## config.mk

```make
export PLATFORM = sky130hd
export DESIGN_NAME = serial_tx
export DESIGN_NICKNAME = d
export VERILOG_FILES = /design/src/rtl/uart_pkg.sv /design/src/rtl/sync_fifo.sv /design/src/rtl/serial_tx.sv
export SDC_FILE = /design/constraint.sdc
export NUM_CORES = 1
export LEC_CHECK = 0
export CAP_MARGIN = 25
export CORE_MARGIN = 2
export CORE_UTILIZATION = 35
export CTS_BUF_LIST = sky130_fd_sc_hd__clkbuf_16
export CTS_CLUSTER_DIAMETER = 100
export CTS_CLUSTER_SIZE = 10
export DETAILED_ROUTE_END_ITERATION = 16
export DONT_BUFFER_PORTS = 1
export GPL_ROUTABILITY_DRIVEN = 0
export SLEW_MARGIN = 25
export SYNTH_ARGS = -nofsm -noshare
export SYNTH_HDL_FRONTEND = slang
export SYNTH_SLANG_ARGS = --single-unit
```

## constraint.sdc

```tcl
create_clock -name clk -period 3.8 [get_ports clk]
set_input_delay 0.76 -clock clk [delete_from_list [all_inputs] [get_ports clk]]
set_output_delay 0.76 -clock clk [all_outputs]
set_load 0.02 [all_outputs]
```

## src/rtl/uart_pkg.sv

```systemverilog
// uart_pkg: types, constants and helpers shared by the UART transmitter and,
// later, the receiver.
package uart_pkg;

  typedef enum logic [2:0] {
    IDLE,
    START,
    DATA,
    PARITY,
    STOP
  } uart_tx_state_t;

  localparam int unsigned UART_DATA_BITS = 8;
  localparam int unsigned UART_STOP_BITS = 1;

  // Whole clocks per bit; the fractional part is dropped.
  function automatic int unsigned clks_per_bit(input int unsigned freq, input int unsigned baud);
    return freq / baud;
  endfunction

endpackage

```

## src/rtl/sync_fifo.sv

```systemverilog
// sync_fifo: single-clock FIFO with registered occupancy count.
// Pushes while full and pops while empty are ignored, so nothing is overwritten.
module sync_fifo #(
  parameter int unsigned WIDTH = 8,
  parameter int unsigned DEPTH = 4
) (
  input  logic             clk,
  input  logic             rst,
  input  logic             push,
  input  logic [WIDTH-1:0] wdata,
  input  logic             pop,
  output logic [WIDTH-1:0] rdata,
  output logic             full,
  output logic             empty
);

  localparam int unsigned AW = (DEPTH > 2) ? $clog2(DEPTH) : 1;

  if (DEPTH < 2 || (DEPTH & (DEPTH - 1)) != 0) begin : g_bad_depth
    $error("sync_fifo: DEPTH must be a power of two and at least 2");
  end

  logic [WIDTH-1:0] mem [DEPTH];
  logic [AW-1:0]    wr_ptr;
  logic [AW-1:0]    rd_ptr;
  logic [AW:0]      count;
  logic             do_push;
  logic             do_pop;

  assign do_push = push && !full;
  assign do_pop  = pop && !empty;
  assign full    = (count == (AW+1)'(DEPTH));
  assign empty   = (count == '0);
  assign rdata   = mem[rd_ptr];

  // Storage array; contents are only meaningful where count says so, so no reset.
  always_ff @(posedge clk) begin
    if (do_push) mem[wr_ptr] <= wdata;
  end

  // Pointers wrap naturally because DEPTH is a power of two.
  always_ff @(posedge clk) begin
    if (rst) begin
      wr_ptr <= '0;
      rd_ptr <= '0;
      count  <= '0;
    end else begin
      if (do_push) wr_ptr <= wr_ptr + 1'b1;
      if (do_pop)  rd_ptr <= rd_ptr + 1'b1;
      case ({do_push, do_pop})
        2'b10:   count <= count + 1'b1;
        2'b01:   count <= count - 1'b1;
        default: count <= count;
      endcase
    end
  end

endmodule

```

## src/rtl/serial_tx.sv

```systemverilog
// serial_tx: FIFO-buffered UART transmitter, 8N1 by default.
// Define SERIAL_TX_PARITY_EN to add an even parity bit (8E1).
// tx is registered from the current state, so the line lags the FSM by one clock.
module serial_tx
  import uart_pkg::*;
#(
  parameter int unsigned CLK_FREQ   = 100000000,
  parameter int unsigned BAUD       = 115200,
  parameter int unsigned FIFO_DEPTH = 4
) (
  input  logic       clk,
  input  logic       rst,
  input  logic [7:0] in_data,
  input  logic       in_valid,
  output logic       in_ready,
  output logic       tx,
  output logic       busy
);

  localparam int unsigned CPB = clks_per_bit(CLK_FREQ, BAUD);
  localparam int unsigned CW  = (CPB > 2) ? $clog2(CPB) : 1;

  if (CPB < 2) begin : g_bad_baud
    $error("serial_tx: CLK_FREQ / BAUD must be at least 2");
  end

  uart_tx_state_t            state;
  uart_tx_state_t            state_n;
  logic [CW-1:0]             baud_cnt;
  logic                      bit_end;
  logic [2:0]                bit_idx;
  logic [UART_DATA_BITS-1:0] shift;
  logic                      tx_n;
  logic                      pop;
  logic                      push;
  logic [UART_DATA_BITS-1:0] fifo_rdata;
  logic                      fifo_full;
  logic                      fifo_empty;

  assign in_ready = !fifo_full && !rst;
  assign push     = in_valid && in_ready;
  assign busy     = (state != IDLE) || !fifo_empty;
  assign bit_end  = (baud_cnt == CW'(CPB - 1));

  sync_fifo #(
    .WIDTH(UART_DATA_BITS),
    .DEPTH(FIFO_DEPTH)
  ) u_fifo (
    .clk  (clk),
    .rst  (rst),
    .push (push),
    .wdata(in_data),
    .pop  (pop),
    .rdata(fifo_rdata),
    .full (fifo_full),
    .empty(fifo_empty)
  );

`ifdef SERIAL_TX_PARITY_EN
  logic par_bit;

  // Parity is taken from the byte as popped, before shifting destroys it.
  always_ff @(posedge clk) begin
    if (rst)      par_bit <= 1'b0;
    else if (pop) par_bit <= ^fifo_rdata;
  end
`endif

  // Next state, pop request and the line level for the current state.
  always_comb begin
    state_n = state;
    pop     = 1'b0;
    tx_n    = 1'b1;
    case (state)
      IDLE: begin
        if (!fifo_empty) begin
          pop     = 1'b1;
          state_n = START;
        end
      end
      START: begin
        tx_n = 1'b0;
        if (bit_end) state_n = DATA;
      end
      DATA: begin
        tx_n = shift[0];
        if (bit_end && bit_idx == 3'(UART_DATA_BITS - 1)) begin
`ifdef SERIAL_TX_PARITY_EN
          state_n = PARITY;
`else
          state_n = STOP;
`endif
        end
      end
`ifdef SERIAL_TX_PARITY_EN
      PARITY: begin
        tx_n = par_bit;
        if (bit_end) state_n = STOP;
      end
`endif
      STOP: begin
        if (bit_end) begin
          if (!fifo_empty) begin
            pop     = 1'b1;
            state_n = START;
          end else begin
            state_n = IDLE;
          end
        end
      end
      default: state_n = IDLE;
    endcase
  end

  // State, bit timing, data shifting and the registered line output.
  always_ff @(posedge clk) begin
    if (rst) begin
      state    <= IDLE;
      baud_cnt <= '0;
      bit_idx  <= '0;
      shift    <= '0;
      tx       <= 1'b1;
    end else begin
      state <= state_n;
      tx    <= tx_n;
      // Every non-idle state exits on bit_end, so this also clears on state entry.
      if (state == IDLE || bit_end) baud_cnt <= '0;
      else                          baud_cnt <= baud_cnt + 1'b1;
      if (state == START)             bit_idx <= '0;
      else if (state == DATA && bit_end) bit_idx <= bit_idx + 1'b1;
      if (pop)                           shift <= fifo_rdata;
      else if (state == DATA && bit_end) shift <= shift >> 1;
    end
  end

endmodule

```

==> flow_metrics.env <==
export IMPL_run_status="complete, no violations"
export IMPL_hold_path_cell_count=1
export IMPL_place_detailed_instances=316
export IMPL_p_clk_frac=0.377
export IMPL_cts_hold_buf=0
export IMPL_layout_area_seq_um2=1642
export IMPL_route_vias_total=1575
export IMPL_max_cap_violations=0
export IMPL_initial_antenna_violation_count=0
export IMPL_insertion_delay_ps=330
export IMPL_synth_edff_count=32
export IMPL_timing_slew_headroom=0.4157
export IMPL_ys_ff_latch=66
export IMPL_internal_power_uw=1555
export IMPL_placement_rows=33
export IMPL_critical_path_buf_inv_count=2
export IMPL_sw_frac_of_total=0.2953
export IMPL_worst_clock_skew_ps=6.562
export IMPL_p_leak_uw=0.001124
export IMPL_clockBufferDepth=2
export IMPL_crit_top_cell="sky130_fd_sc_hd__ha_1"
export IMPL_power_density_nw_per_um2=675.9
export IMPL_critical_path_endpoint_type="register"
export IMPL_post_dp_cell_area_um2=2963
export IMPL_grt_pass1_vias=1559
export IMPL_ant_nets=0
export IMPL_dp_hpwl_um=3009
export IMPL_synth_main_ff_cell="sky130_fd_sc_hd__dfxtp_1"
export IMPL_highest_ir_drop_seen_on_vdd_uv=433.2
export IMPL_grt_first_pass_wirelength_um=7596
export IMPL_share_comb_of_total_power=0.211
export IMPL_overflow=0
export IMPL_yosys_cell_types=45
export IMPL_setup_worst_path_start="baud_cnt[0]"
export IMPL_die_x_um=94.78
export IMPL_synthesis_area_per_instance_um2=13.11
export IMPL_crit_path_cell_trace="ha_1 > nor3b_2 > a31oi_2 > or2_0 > inv_2 > ha_1 > inv_1 > fa_1 > xor2_1 > or3_1 > a21oi_1"
export IMPL_htreeDepth=3
export IMPL_critical_path_max_fanout=9
export IMPL_cts_resized_gates=0
export IMPL_ioPinCount=14
export IMPL_setup_viol=0
export IMPL_avgViaCountPerCell=4.744
export IMPL_arrival_ps=3180
export IMPL_timing_reg2reg_worst_path_depth=11
export IMPL_tightest_slew_ps=876.5
export IMPL_hold_path_class="reg -> reg"
export IMPL_final_hold_viol_count=0
export IMPL_drt_wl_total_um=4576
export IMPL_rr_startpoint="baud_cnt[0]"
export IMPL_summed_area_of_non_filler_cells_in_the_final_layout_um2=3264
export IMPL_num_fill_cells=775
export IMPL_critical_path_required_ps=4060
export IMPL_drc_errors=0
export IMPL_routedWlPerCell_um=13.78
export IMPL_min_from="baud_cnt[0]"
export IMPL_drt_iter0_drc=66
export IMPL_floorplan_initialDensity=0.3564
export IMPL_cp_slowest_cell="sky130_fd_sc_hd__or2_0"
export IMPL_antenna_cells=0
export IMPL_clock_tree_from_tritoncts="built"
export IMPL_final_instance_count_excl_fill=332
export IMPL_area_growth_pct=13.19
export IMPL_timing_final_crit_share=0.7685
export IMPL_power_share_sequential=0.413
export IMPL_grt_max_degree=24
export IMPL_report_final_slew_viol_count=0
export IMPL_synthesis_nets=240
export IMPL_syn_cell_area_um2=2884
export IMPL_clk_pin_slew_ps=60
export IMPL_fin_setup_tns_ps=0
export IMPL_clkSinkCount=66
export IMPL_worst_path_stages=11
export IMPL_max_freq_mhz=342.4
export IMPL_path_delay_family="simple AND/OR/NAND/NOR gates"
export IMPL_buffer_ports_inserted=0
export IMPL_worstSetupStartpointType="register"
export IMPL_final_min_clock_period_ps=2920
export IMPL_track_usage=0.1152
export IMPL_dieHeight_um=94.78
export IMPL_share_of_synthesized_area_occupied_by_flip_flops_and_latches=0.5692
export IMPL_core_area_um2=8093
export IMPL_yosys_warnings=0
export IMPL_tritoncts_buffers=9
export IMPL_design_die_area_um2=8982
export IMPL_root_buffer="sky130_fd_sc_hd__clkbuf_16"
export IMPL_max_stage_delay_ps=490
export IMPL_multiInputGateArea_um2=1137
export IMPL_synthesis_instances=220
export IMPL_post_cts_setup_buffer_count=0
export IMPL_synth_async_reset_ratio=0
export IMPL_drt_pass1_iter_count=4
export IMPL_criticalPathCategory="reg -> reg"
export IMPL_switchingPower_uw=651.6
export IMPL_rsz0062_at_grt="no"
export IMPL_fraction_of_final_layout_cells_sized_beyond_drive_strength_1=0.2115
export IMPL_finish_net_count=242
==> area by class of cell <==
class	count	area share
flip-flops and latches	66	0.5029
multi-input cells	132	0.3484
clock buffers	9	0.06899
well taps	105	0.04025
clock inverters	7	0.02338
inverters	12	0.01380
repair buffers	1	0.002300
==> cells by family after synthesis <==
| family | share of synthesized area |
|---|---|
| XOR/XNOR | 0.03644 |
| AND/OR/NAND/NOR | 0.1453 |
| AO/OA/AOI/OAI | 0.07723 |
| buffers and inverters | 0.03644 |
| flip-flops | 0.5692 |
| multiplexers | 0.09371 |
| adder cells (fa/ha/maj) | 0.04165 |
==> through the flow <==
step	power, µW	util	hold WS (ps)	setup slack [ps]
floorplan	1335	-	439.6	1187
global placement	1384	0.3661	450.9	964.2
detailed placement	1396	0.3661	458.1	905.1
CTS	2237	0.4034	472.8	879.1
global route	2329	0.4034	479.1	729.3
finish	2206	0.4034	472.4	879.7
==> placed cells by master, fill, tap and decap left out, drive strengths merged, types with 7 or more instances in the layout <==
cell type | Yosys | routed
a211oi | 8 | 8
a21oi | 8 | 8
clkbuf | 4 | 9
dfxtp | 34 | 34
edfxtp | 32 | 32
ha | 8 | 8
inv | 12 | 14
mux2i | 9 | 9
mux4 | 8 | 8
nand2 | 8 | 8
nor2 | 23 | 23
nor3 | 13 | 13
xnor2 | 7 | 7
==> synth_stat cells, drive strengths merged (5+ instances only) <==
cell	n	area share
a211oi	8	0.035
a21oi	8	0.014
and2	5	0.011
buf	6	0.016
dfxtp	34	0.24
edfxtp	32	0.33
ha	8	0.035
inv	12	0.016
mux2i	9	0.031
mux4	8	0.062
nand2	8	0.010
nor2	23	0.052
nor3	13	0.023
xnor2	7	0.021
xor2	5	0.015
==> power by group through the flow <==
stage | clock (µW) | combinational (µW) | sequential, µW
after floorplan | 0 | 450 | 885
after global placement | 0 | 459 | 925
after detailed placement | 0 | 470 | 926
after CTS | 854 | 470 | 912
after global routing | 883 | 519 | 926
final | 831 | 465 | 910
==> state kept, by name (all words and copies together), names as in the netlist, named ones only <==
signal	cells
tx	1
bit_idx	3
baud_cnt	10
shift	8
u_fifo.wr_ptr	2
u_fifo.rd_ptr	2
u_fifo.mem	32
state	3
u_fifo.count	3
==> routing by layer <==
layer | track usage | vias up | wire length (µm)
li1 | - | 801 | -
met1 | 0.1423 | 750 | 2194
met2 | 0.1755 | 18 | 2140
met3 | 0.03751 | 6 | 150
met4 | 0.06884 | 0 | 90
met5 | 0 | - | 0
==> worst paths after layout <==
kind                endpoint  slack, ps
max reg2reg  u_fifo.count[2]        880
min              baud_cnt[0]        470
max          u_fifo.count[2]        880
min reg2reg      baud_cnt[0]        470
No activity file was read; power rests on OpenSTA's default activity.
